**src/rtl/riscv_core_mem_arbiter_pkg.sv**
```systemverilog
// rtl/riscv_core_mem_arbiter_pkg.sv - shared types and widths for the icache/dcache memory arbiter
package riscv_core_mem_arb_pkg;

    localparam int ADDR_WIDTH      = 64;
    localparam int CORE_DATA_WIDTH = 64;
    localparam int AXI_DATA_WIDTH  = 256;
    localparam int STRB_WIDTH      = 8;

    typedef enum logic [1:0] {
        IDLE  = 2'd0,
        RD_IC = 2'd1,
        RD_DC = 2'd2,
        WR_DC = 2'd3
    } arb_state_e;

    typedef enum logic {
        OWNER_IC = 1'b0,
        OWNER_DC = 1'b1
    } owner_e;

    function automatic logic is_read(arb_state_e s);
        return (s == RD_IC) || (s == RD_DC);
    endfunction

endpackage

```
**src/rtl/riscv_core_mem_arbiter_if.sv**
```systemverilog
// rtl/riscv_core_mem_arbiter_if.sv - cache-side and memory-side signals of the memory arbiter
interface riscv_core_mem_arbiter_if
    import riscv_core_mem_arb_pkg::*;
#(
    parameter int ADDR_WIDTH      = 64,
    parameter int CORE_DATA_WIDTH = 64,
    parameter int AXI_DATA_WIDTH  = 256
);
    logic                       i_ic_read_req;
    logic [ADDR_WIDTH-1:0]      i_ic_read_address;
    logic                       o_ic_read_done;
    logic [AXI_DATA_WIDTH-1:0]  o_ic_block;

    logic                       i_dc_read_req;
    logic [ADDR_WIDTH-1:0]      i_dc_read_address;
    logic                       o_dc_read_done;
    logic [AXI_DATA_WIDTH-1:0]  o_dc_block;

    logic                       i_dc_write_valid;
    logic [ADDR_WIDTH-1:0]      i_dc_write_address;
    logic [CORE_DATA_WIDTH-1:0] i_dc_write_data;
    logic [STRB_WIDTH-1:0]      i_dc_write_strobe;
    logic                       o_dc_write_done;

    logic                       o_mem_read_req;
    logic [ADDR_WIDTH-1:0]      o_mem_read_address;
    logic                       i_mem_read_done;
    logic [AXI_DATA_WIDTH-1:0]  i_mem_block;
    logic                       o_mem_write_valid;
    logic [ADDR_WIDTH-1:0]      o_mem_write_address;
    logic [CORE_DATA_WIDTH-1:0] o_mem_write_data;
    logic [STRB_WIDTH-1:0]      o_mem_write_strobe;
    logic                       i_mem_write_done;

    logic                       o_busy;

    // master: the arbiter itself; slave: caches and AXI master around it
    modport master (
        input  i_ic_read_req, i_ic_read_address,
        output o_ic_read_done, o_ic_block,
        input  i_dc_read_req, i_dc_read_address,
        output o_dc_read_done, o_dc_block,
        input  i_dc_write_valid, i_dc_write_address, i_dc_write_data, i_dc_write_strobe,
        output o_dc_write_done,
        output o_mem_read_req, o_mem_read_address,
        input  i_mem_read_done, i_mem_block,
        output o_mem_write_valid, o_mem_write_address, o_mem_write_data, o_mem_write_strobe,
        input  i_mem_write_done,
        output o_busy
    );

    modport slave (
        output i_ic_read_req, i_ic_read_address,
        input  o_ic_read_done, o_ic_block,
        output i_dc_read_req, i_dc_read_address,
        input  o_dc_read_done, o_dc_block,
        output i_dc_write_valid, i_dc_write_address, i_dc_write_data, i_dc_write_strobe,
        input  o_dc_write_done,
        input  o_mem_read_req, o_mem_read_address,
        output i_mem_read_done, i_mem_block,
        input  o_mem_write_valid, o_mem_write_address, o_mem_write_data, o_mem_write_strobe,
        output i_mem_write_done,
        input  o_busy
    );

endinterface

```
**src/rtl/riscv_core_mem_arbiter_select.sv**
```systemverilog
// rtl/riscv_core_mem_arbiter_select.sv - combinational request pick; MEM_ARB_ROUND_ROBIN_EN selects round-robin icache/dcache
module riscv_core_mem_arb_select
    import riscv_core_mem_arb_pkg::*;
(
    input  logic       ic_rd,
    input  logic       dc_rd,
    input  logic       dc_wr,
    input  owner_e     last_owner,
    output arb_state_e pick
);
    // a pending store always goes ahead of a refill to keep store-before-refill order
    arb_state_e dc_pick;
    logic       dc_any;

    assign dc_pick = dc_wr ? WR_DC : RD_DC;
    assign dc_any  = dc_wr || dc_rd;

`ifdef MEM_ARB_ROUND_ROBIN_EN
    always_comb begin
        pick = IDLE;
        if (ic_rd && dc_any)
            pick = (last_owner == OWNER_IC) ? dc_pick : RD_IC;
        else if (dc_any)
            pick = dc_pick;
        else if (ic_rd)
            pick = RD_IC;
    end
`else
    logic unused_last_owner;
    assign unused_last_owner = last_owner;

    always_comb begin
        pick = IDLE;
        if (dc_any)
            pick = dc_pick;
        else if (ic_rd)
            pick = RD_IC;
    end
`endif

endmodule

```
**src/rtl/riscv_core_mem_arbiter.sv**
```systemverilog
// rtl/riscv_core_mem_arbiter.sv - single-outstanding arbiter of the AXI memory port; MEM_ARB_ROUND_ROBIN_EN enables round-robin
module riscv_core_mem_arbiter
    import riscv_core_mem_arb_pkg::*;
#(
    parameter int ADDR_WIDTH      = 64,
    parameter int CORE_DATA_WIDTH = 64,
    parameter int AXI_DATA_WIDTH  = 256
) (
    input  logic                     i_clk,
    input  logic                     i_rst_n,
    riscv_core_mem_arbiter_if.master bus
);
    arb_state_e                 state;
    arb_state_e                 next_state;
    arb_state_e                 pick;
    owner_e                     last_owner;
    logic [ADDR_WIDTH-1:0]      rd_addr;
    logic [ADDR_WIDTH-1:0]      wr_addr;
    logic [CORE_DATA_WIDTH-1:0] wr_data;
    logic [STRB_WIDTH-1:0]      wr_strb;

    riscv_core_mem_arb_select u_select (
        .ic_rd      (bus.i_ic_read_req),
        .dc_rd      (bus.i_dc_read_req),
        .dc_wr      (bus.i_dc_write_valid),
        .last_owner (last_owner),
        .pick       (pick)
    );

    always_ff @(posedge i_clk or negedge i_rst_n) begin
        if (!i_rst_n)
            state <= IDLE;
        else
            state <= next_state;
    end

    always_comb begin
        next_state = state;
        case (state)
            IDLE:         next_state = pick;
            RD_IC, RD_DC: if (bus.i_mem_read_done)  next_state = IDLE;
            WR_DC:        if (bus.i_mem_write_done) next_state = IDLE;
            default:      next_state = IDLE;
        endcase
    end

    // transaction fields are captured only on the grant edge; later request changes are ignored
    always_ff @(posedge i_clk or negedge i_rst_n) begin
        if (!i_rst_n) begin
            rd_addr <= '0;
            wr_addr <= '0;
            wr_data <= '0;
            wr_strb <= '0;
        end else if (state == IDLE) begin
            if (pick == RD_IC)
                rd_addr <= bus.i_ic_read_address;
            else if (pick == RD_DC)
                rd_addr <= bus.i_dc_read_address;
            else if (pick == WR_DC) begin
                wr_addr <= bus.i_dc_write_address;
                wr_data <= bus.i_dc_write_data;
                wr_strb <= bus.i_dc_write_strobe;
            end
        end
    end

`ifdef MEM_ARB_ROUND_ROBIN_EN
    always_ff @(posedge i_clk or negedge i_rst_n) begin
        if (!i_rst_n)
            last_owner <= OWNER_IC;
        else if (state == RD_IC && bus.i_mem_read_done)
            last_owner <= OWNER_IC;
        else if ((state == RD_DC && bus.i_mem_read_done) || (state == WR_DC && bus.i_mem_write_done))
            last_owner <= OWNER_DC;
    end
`else
    assign last_owner = OWNER_IC;
`endif

    always_comb begin
        bus.o_mem_read_req      = is_read(state);
        bus.o_mem_write_valid   = (state == WR_DC);
        bus.o_mem_read_address  = rd_addr;
        bus.o_mem_write_address = wr_addr;
        bus.o_mem_write_data    = wr_data;
        bus.o_mem_write_strobe  = wr_strb;
        bus.o_ic_read_done      = (state == RD_IC) && bus.i_mem_read_done;
        bus.o_dc_read_done      = (state == RD_DC) && bus.i_mem_read_done;
        bus.o_dc_write_done     = (state == WR_DC) && bus.i_mem_write_done;
        bus.o_ic_block          = bus.i_mem_block;
        bus.o_dc_block          = bus.i_mem_block;
        bus.o_busy              = (state != IDLE);
    end

endmodule
```
**src/flat_wrapper.sv**
```systemverilog
// flat-port wrapper written by rule: the top's interface ports become plain ports
module riscv_core_mem_arbiter_flat import riscv_core_mem_arb_pkg::*;
#(
    parameter int ADDR_WIDTH      = 64,
    parameter int CORE_DATA_WIDTH = 64,
    parameter int AXI_DATA_WIDTH  = 256
)
  (i_clk, i_rst_n, bus_i_ic_read_req, bus_i_ic_read_address, bus_o_ic_read_done, bus_o_ic_block, bus_i_dc_read_req, bus_i_dc_read_address, bus_o_dc_read_done, bus_o_dc_block, bus_i_dc_write_valid, bus_i_dc_write_address, bus_i_dc_write_data, bus_i_dc_write_strobe, bus_o_dc_write_done, bus_o_mem_read_req, bus_o_mem_read_address, bus_i_mem_read_done, bus_i_mem_block, bus_o_mem_write_valid, bus_o_mem_write_address, bus_o_mem_write_data, bus_o_mem_write_strobe, bus_i_mem_write_done, bus_o_busy);
  riscv_core_mem_arbiter_if #(.ADDR_WIDTH(ADDR_WIDTH), .CORE_DATA_WIDTH(CORE_DATA_WIDTH), .AXI_DATA_WIDTH(AXI_DATA_WIDTH)) bus_i ();
  input  logic i_clk;
  input  logic i_rst_n;
  input wire logic [$bits(bus_i.i_ic_read_req)-1:0] bus_i_ic_read_req;
  input wire logic [$bits(bus_i.i_ic_read_address)-1:0] bus_i_ic_read_address;
  output wire logic [$bits(bus_i.o_ic_read_done)-1:0] bus_o_ic_read_done;
  output wire logic [$bits(bus_i.o_ic_block)-1:0] bus_o_ic_block;
  input wire logic [$bits(bus_i.i_dc_read_req)-1:0] bus_i_dc_read_req;
  input wire logic [$bits(bus_i.i_dc_read_address)-1:0] bus_i_dc_read_address;
  output wire logic [$bits(bus_i.o_dc_read_done)-1:0] bus_o_dc_read_done;
  output wire logic [$bits(bus_i.o_dc_block)-1:0] bus_o_dc_block;
  input wire logic [$bits(bus_i.i_dc_write_valid)-1:0] bus_i_dc_write_valid;
  input wire logic [$bits(bus_i.i_dc_write_address)-1:0] bus_i_dc_write_address;
  input wire logic [$bits(bus_i.i_dc_write_data)-1:0] bus_i_dc_write_data;
  input wire logic [$bits(bus_i.i_dc_write_strobe)-1:0] bus_i_dc_write_strobe;
  output wire logic [$bits(bus_i.o_dc_write_done)-1:0] bus_o_dc_write_done;
  output wire logic [$bits(bus_i.o_mem_read_req)-1:0] bus_o_mem_read_req;
  output wire logic [$bits(bus_i.o_mem_read_address)-1:0] bus_o_mem_read_address;
  input wire logic [$bits(bus_i.i_mem_read_done)-1:0] bus_i_mem_read_done;
  input wire logic [$bits(bus_i.i_mem_block)-1:0] bus_i_mem_block;
  output wire logic [$bits(bus_i.o_mem_write_valid)-1:0] bus_o_mem_write_valid;
  output wire logic [$bits(bus_i.o_mem_write_address)-1:0] bus_o_mem_write_address;
  output wire logic [$bits(bus_i.o_mem_write_data)-1:0] bus_o_mem_write_data;
  output wire logic [$bits(bus_i.o_mem_write_strobe)-1:0] bus_o_mem_write_strobe;
  input wire logic [$bits(bus_i.i_mem_write_done)-1:0] bus_i_mem_write_done;
  output wire logic [$bits(bus_i.o_busy)-1:0] bus_o_busy;
  assign bus_i.i_ic_read_req = bus_i_ic_read_req;
  assign bus_i.i_ic_read_address = bus_i_ic_read_address;
  assign bus_o_ic_read_done = bus_i.o_ic_read_done;
  assign bus_o_ic_block = bus_i.o_ic_block;
  assign bus_i.i_dc_read_req = bus_i_dc_read_req;
  assign bus_i.i_dc_read_address = bus_i_dc_read_address;
  assign bus_o_dc_read_done = bus_i.o_dc_read_done;
  assign bus_o_dc_block = bus_i.o_dc_block;
  assign bus_i.i_dc_write_valid = bus_i_dc_write_valid;
  assign bus_i.i_dc_write_address = bus_i_dc_write_address;
  assign bus_i.i_dc_write_data = bus_i_dc_write_data;
  assign bus_i.i_dc_write_strobe = bus_i_dc_write_strobe;
  assign bus_o_dc_write_done = bus_i.o_dc_write_done;
  assign bus_o_mem_read_req = bus_i.o_mem_read_req;
  assign bus_o_mem_read_address = bus_i.o_mem_read_address;
  assign bus_i.i_mem_read_done = bus_i_mem_read_done;
  assign bus_i.i_mem_block = bus_i_mem_block;
  assign bus_o_mem_write_valid = bus_i.o_mem_write_valid;
  assign bus_o_mem_write_address = bus_i.o_mem_write_address;
  assign bus_o_mem_write_data = bus_i.o_mem_write_data;
  assign bus_o_mem_write_strobe = bus_i.o_mem_write_strobe;
  assign bus_i.i_mem_write_done = bus_i_mem_write_done;
  assign bus_o_busy = bus_i.o_busy;
  riscv_core_mem_arbiter #(.ADDR_WIDTH(ADDR_WIDTH), .CORE_DATA_WIDTH(CORE_DATA_WIDTH), .AXI_DATA_WIDTH(AXI_DATA_WIDTH)) u_core (.i_clk(i_clk), .i_rst_n(i_rst_n), .bus(bus_i));
endmodule
```
**config.mk**
```make
export PLATFORM = sky130hd
export DESIGN_NAME = riscv_core_mem_arbiter_flat
export DESIGN_NICKNAME = d
export VERILOG_FILES = /design/src/rtl/riscv_core_mem_arbiter_pkg.sv /design/src/rtl/riscv_core_mem_arbiter_if.sv /design/src/rtl/riscv_core_mem_arbiter_select.sv /design/src/rtl/riscv_core_mem_arbiter.sv /design/src/flat_wrapper.sv
export SDC_FILE = /design/constraint.sdc
export NUM_CORES = 1
export LEC_CHECK = 0
export CELL_PAD_IN_SITES_DETAIL_PLACEMENT = 1
export CELL_PAD_IN_SITES_GLOBAL_PLACEMENT = 2
export CORE_AREA = 2 2 488 490
export CTS_CLUSTER_DIAMETER = 120
export DETAILED_ROUTE_END_ITERATION = 12
export DIE_AREA = 0 0 490 492
export GPL_TIMING_DRIVEN = 0
export HOLD_SLACK_MARGIN = 0.1
export PLACE_DENSITY_LB_ADDON = 0.1
export SYNTH_ARGS = -nofsm -noshare
export SYNTH_HDL_FRONTEND = slang
export SYNTH_SLANG_ARGS = --single-unit
```
**constraint.sdc**
```tcl
create_clock -name i_clk -period 2.6 [get_ports i_clk]
set_input_delay 0.52 -clock i_clk [delete_from_list [all_inputs] [get_ports i_clk]]
set_output_delay 0.52 -clock i_clk [all_outputs]
set_load 0.01 [all_outputs]
```
Yosys cells after proc, flatten, opt, wreduce, memory -nomap -nowiden
Index checks and enable logic that the tools add are counted.

Logic and storage cells: 35. Flip-flop bits (word level): 202. Output and inout bits: 718. Bits of input ports: 527.

Bitwise operators: 2. Equal/unequal tests: 8. Reduce and logical (&&, ||, !) cells: 12. Mux-type cells: 8.

Operators with widths (number): $mux 64 (2); $eq 2x2->1 const B (4); $mux 2 (3); $pmux 2 s3 (1); $eq 2x1->1 const B (2); $reduce_and 2->1 (2); $reduce_and 4->1 (1); $reduce_bool 2->1 (2); $logic_and 1x1->1 (3); $logic_not 2->1 (1); $logic_or 1x1->1 (2); $mux 1 (2); $ne 2x1->1 const B (1); $ne 2x2->1 const B (1); $not 1->1 (2); $reduce_or 2->1 (1).

Logic depth before layout (Yosys ltp)
Word-level depth: 5. Depth in mapped cells: 6. Mapped depth without buffers: 5.

Cells and area by module
Synthesis repeated with hierarchy kept, for this count alone.

Cells, all modules: 1105. Area, all modules: 12170.4 µm².

Modules (own cells, without submodules): riscv_core_mem_arbiter (sequential area each 5054.8 µm², cells an instance 1101, times used 1, area each 12145.4 µm²); riscv_core_mem_arb_select (sequential area each 0.0 µm², cells an instance 4, times used 1, area each 25.0 µm²).

Worst setup path before layout
No wires, ideal clock.

Kind: input to register. From: in bus_i_dc_write_valid. To: reg u_core.rd_addr[44], in the netlist u_core.bus.o_mem_read_address[44]. Setup slack: 0.735 ns. Arrival: 1.741 ns. Data required time: 2.475 ns. Path buffers: 3. Setup time: 0.125 ns. Stages: 6. Cells stage by stage: buf_2 > nor3b_2 > buf_4 > buf_6 > mux2_2 > mux2_2.

Longest elaborated chain between the ends: 5. Elaborated cells on any way between the ends: 8. Those cells by class: 2 x eq/ne; 3 x mux; 3 x reduce/logical.

RTL lines: start, declared (RTL line flat_wrapper.sv:20) `input wire logic [$bits(bus_i.i_dc_write_valid)-1:0] bus_i_dc_write_valid;`; $mux 1 or $logic_or 1x1->1 (tied branches) (RTL line riscv_core_mem_arbiter_select.sv:15, riscv_core_mem_arbiter_select.sv:16); $mux 2 * (RTL line riscv_core_mem_arbiter_select.sv:34) `if (dc_any)`; $eq 2x2->1 or $eq 2x1->1 (tied branches) (RTL line riscv_core_mem_arbiter.sv:57, riscv_core_mem_arbiter.sv:55); $reduce_bool 2->1 (no source line); $reduce_and 2->1 (no source line); end signal, assigned (RTL line riscv_core_mem_arbiter.sv:56) `rd_addr <= bus.i_ic_read_address;`; end signal, assigned (RTL line riscv_core_mem_arbiter.sv:58) `rd_addr <= bus.i_dc_read_address;`; end, declared (RTL line riscv_core_mem_arbiter.sv:17) `logic [ADDR_WIDTH-1:0] rd_addr;`.

Every way passes the cells marked *; elsewhere a longest branch is shown, timed or not. A chain may end at the register's enable or synchronous reset.

Worst setup path after layout
From: reg u_core.state[1]. To: out bus_o_dc_write_done.

Longest elaborated chain between the ends: 2.

RTL lines: start, declared (RTL line riscv_core_mem_arbiter.sv:13) `arb_state_e state;`; start signal, assigned (RTL line riscv_core_mem_arbiter.sv:34) `state <= next_state;`; $eq 2x2->1 (RTL line riscv_core_mem_arbiter.sv:89) `bus.o_dc_write_done = (state == WR_DC) && bus.i_mem_write_done;`; $logic_and 1x1->1 (RTL line riscv_core_mem_arbiter.sv:89); end, declared (RTL line flat_wrapper.sv:24) `output wire logic [$bits(bus_i.o_dc_write_done)-1:0] bus_o_dc_write_done;`.

Every way passes these cells.

==> key figures <==
Run status
  • Status: finished, final reports clean

Floorplan
  • Starting Density: 0.0517
  • Core area: roughly 0.24 mm^2
  • Row count: 179
  • Die Area: about 0.24 mm^2
  • # IOs: roughly 1200
  • Die X: between 400 and 500 um
  • Die Y: 492 um

Pwr
  • Power density cells: 790 mW/mm^2
  • Leak: roughly 11 nW
  • Total Power: between 20 and 25 mW
  • Max VDD drop: between 400 and 500 uV

Synth
  • Multiplexer share of the synthesized area: 0.245
  • Synth warn: 0
  • Synth Register Bits: around 200
  • Post-synthesis simple-gate area fraction: 0.00451
  • Post-synthesis sequential area ratio: 0.414
  • Post-synthesis cell area: between 0.01 and 0.015 mm^2
  • Syn Nets: between 1500 and 2000
  • Synth Area in Adders: 0.00410
  • Complex-gate fraction of the synthesized area: 0.00133
  • Largest family of logic cells by synthesized area: buffers and inverters
  • Mean Syn Cell Area: between 10 and 15 um^2
  • Synth unique cells: 17
  • Gate Count Post-Synth: 1027
  • Synth area leader: dfrtp_1
  • XOR/XNOR share of the synthesized area: 0
  • Synth area leaders: dfrtp_1 41%, buf_4 32%, mux2_2 23%
  • Synth top area share: 0.414

Run
  • Number of max-cap violations: 0

Critical path
  • Reg2Reg Depth: 6
  • Crit. Startpoint: u_core.state[1]$_DFFE_PN0P_
  • Worst setup path class: flip-flop to output port
  • Delay-heaviest family, CP: buffers and inverters
  • Worst path arrival time: between 1500 and 2000 ps
  • CP startpoint kind: flip-flop
  • Crit path required time: roughly 2100 ps
  • Crit-path cells: ha_1 -> and2_1 -> clkdlybuf4s50_1
  • CP max FO: 3
  • Reg2reg start: u_core.state[0]$_DFFE_PN0P_
  • CP Capture Type: output port
  • CP max-delay cell: clkdlybuf4s50_1
  • Reg-to-reg endpoint: u_core.bus.o_mem_write_data[22]$_DFFE_PN0P_
  • Crit path buffers/inverters: 1
  • Peak per-stage delay on the critical path: 610 ps
  • Reg2reg setup slack: 420 ps

Clocking
  • Bufs on Longest Clock Path: 3
  • Clk_lat worst skew: about 620 ps
  • CTS Sinks: ~200
  • H-tree depth: 2
  • CTS Buf Count: 37
  • CTS Root Cell: clkbuf_16
  • CTS tree: done
  • Clock transition at path regs: approximately 60 ps

Routing
  • Number of remaining DRC errors: 0
  • Drt first pass iters: 4
  • Initial detailed-routing violation count: 229
  • Vias/cell: about 2.1
  • Total wire length: approximately 97000 um
  • Via count: approximately 11000
  • Post-route ant nets: 0
  • Wire length per cell: 18.4 um

Hold path
  • Hold wc startpoint: bus_i_dc_write_valid
  • Min-Delay Endpoint: u_core.state[1]$_DFFE_PN0P_
  • Worst hold path type: primary input to flip-flop
  • Hold Path Cell Cnt: 3

Global routing
  • Grt total ovfl: 0
  • First-pass GRT wire length: roughly 120000 um
  • Pin count of the biggest net entering global routing: 76
  • Antenna violations before repair: 48
  • Vias in the first global route: 12500
  • GRT Overall Usage: 0.0770

Timing
  • Worst slew pin tran: approximately 700 ps
  • Worst rel slew slack: 0.534
  • Clock skew: around 34 ps
  • Pins Over Slew Limit: 0
  • Final worst path period share: 0.950
  • Fmax: a little over 0.4 GHz
  • Post-Route Setup TNS: 0 ps
  • Setup-failing EPs final: 0
  • RSZ-0062 raised after global routing: false
  • Tmin final: around 2500 ps
  • PnR worst setup slack: approximately 130 ps
  • Hold Vio Cnt, Final: 0

Finish
  • Fin area: approximately 0.027 mm^2
  • Final nets: between 2000 and 3000
  • Layout cell share with drive strength beyond 1: 0.413
  • Non-Filler Instances: 5269
  • Area growth from synthesis to layout: 125%

Place
  • Pre-CTS WS: -626 ps
  • Placed Area: approximately 0.026 mm^2
  • Routability Congestion: about 0.71
  • Detailed Place HPWL: roughly 85000 um
  • Port bufs: a little under 1000
  • Placed instance count: around 5200
## power breakdown
group | switching (mW) | total [mW] | leakage, nW | internal [mW]
Sequential | 0.934 | 5.71 | 2.38 | 4.77
Combinational | 4.78 | 10.6 | 7.62 | 5.87
Clock | 2.07 | 5.33 | 0.621 | 3.26
## logic make-up (layout without fill, tap and decap cells)
| family | after synthesis | in the layout |
|---|---|---|
| other | 0 | 14 |
| AND/OR/NAND/NOR | 7 | 7 |
| AO/OA/AOI/OAI | 3 | 3 |
| adder cells (fa/ha/maj) | 4 | 4 |
| multiplexers | 266 | 266 |
| buffers and inverters | 545 | 1606 |
| flip-flops | 202 | 202 |
## metrics by stage
stage	util	hold slack, ps
final	0.116	446
after global routing	0.116	416
after CTS	0.116	349
after detailed placement	0.110	492
after global placement	0.110	490
after floorplan	-	224
## cell usage in the layout (no fill, tap or decap), drive strengths merged
master | synthesis | routed
dlygate4sd2 | 0 | 4
clkbuf | 0 | 59
clkinvlp | 0 | 1
dlygate4sd3 | 0 | 1
nor2 | 1 | 1
dfrtp | 202 | 202
clkdlybuf4s50 | 0 | 981
ha | 4 | 4
inv | 5 | 6
o22ai | 1 | 1
mux2i | 2 | 2
and2 | 3 | 3
buf | 540 | 546
diode | 0 | 14
mux2 | 264 | 264
bufinv | 0 | 3
o21ai | 2 | 2
nor3 | 1 | 1
nor3b | 1 | 1
nand2 | 1 | 1
clkinv | 0 | 5
## sequential cells by signal, summed over array words and instances (netlist names)
signal / flops
u_core.bus.o_mem_read_address: 64
u_core.bus.o_mem_write_address: 64
u_core.bus.o_mem_write_data: 64
u_core.bus.o_mem_write_strobe: 8
u_core.state: 2
## cell type report
class	count	area, um^2
antenna	14	35.0
sequential	202	5050
tap	3167	3960
inverter	5	18.8
fill	27400	209000
clock buffer	58	1120
clock inverter	10	164
buffer	540	4020
multi-input combinational	280	3120
timing repair buffer	993	9960
## synth_stat cells
| master | instances |
|---|---|
| mux2_2 | 254 |
| nor3_4 | 1 |
| nand2_1 | 1 |
| and2_1 | 3 |
| mux2i_1 | 2 |
| o22ai_1 | 1 |
| buf_6 | 5 |
| o21ai_0 | 2 |
| nor2_1 | 1 |
| inv_1 | 4 |
| buf_2 | 22 |
| inv_2 | 1 |
| nor3b_2 | 1 |
| ha_1 | 4 |
| buf_4 | 513 |
| mux2_1 | 10 |
| dfrtp_1 | 202 |
## layer usage
layer | track usage | part of all wire
met1 | 0.0720 | 0.32
met2 | 0.136 | 0.51
met3 | 0.0520 | 0.15
met4 | 0.0203 | 0.019
met5 | 0 | 0.0017
## worst reg2reg max path, stage by stage (launching register included)
cell and delay (ps):
dfrtp_1 370, inv_1 90, ha_1 280, nand2_4 290, buf_2 330, buf_2 320
mux2_2 380
## worst max path at each step
stage / slack (ps) / depth (start not counted) / endpoint
2_1_floorplan: 730 / 6 / u_core.bus.o_mem_read_address[44]$_DFFE_PN0P_
3_3_place_gp: -10960 / 1 / u_core.bus.o_mem_read_address[42]$_DFFE_PN0P_
3_5_place_dp: -630 / 5 / u_core.bus.o_mem_read_address[38]$_DFFE_PN0P_
4_1_cts: 4 / 1 / bus_o_mem_read_address[2]
5_1_grt: 10 / 3 / bus_o_dc_write_done
6_report: 130 / 3 / bus_o_dc_write_done
## what timing repair did
| action | CTS | global route |
|---|---|---|
| hold buffers | 1 | 0 |
| resized for setup | 7 | 2 |
| endpoints found under the hold margin | 65 | 0 |
| endpoints found under the setup margin | 201 | 35 |
| pin swaps | 1 | 0 |
| buffers inserted | 3 | 0 |
| gates cloned | 0 | 0 |
Note: power is estimated with default switching activity, not from simulation.
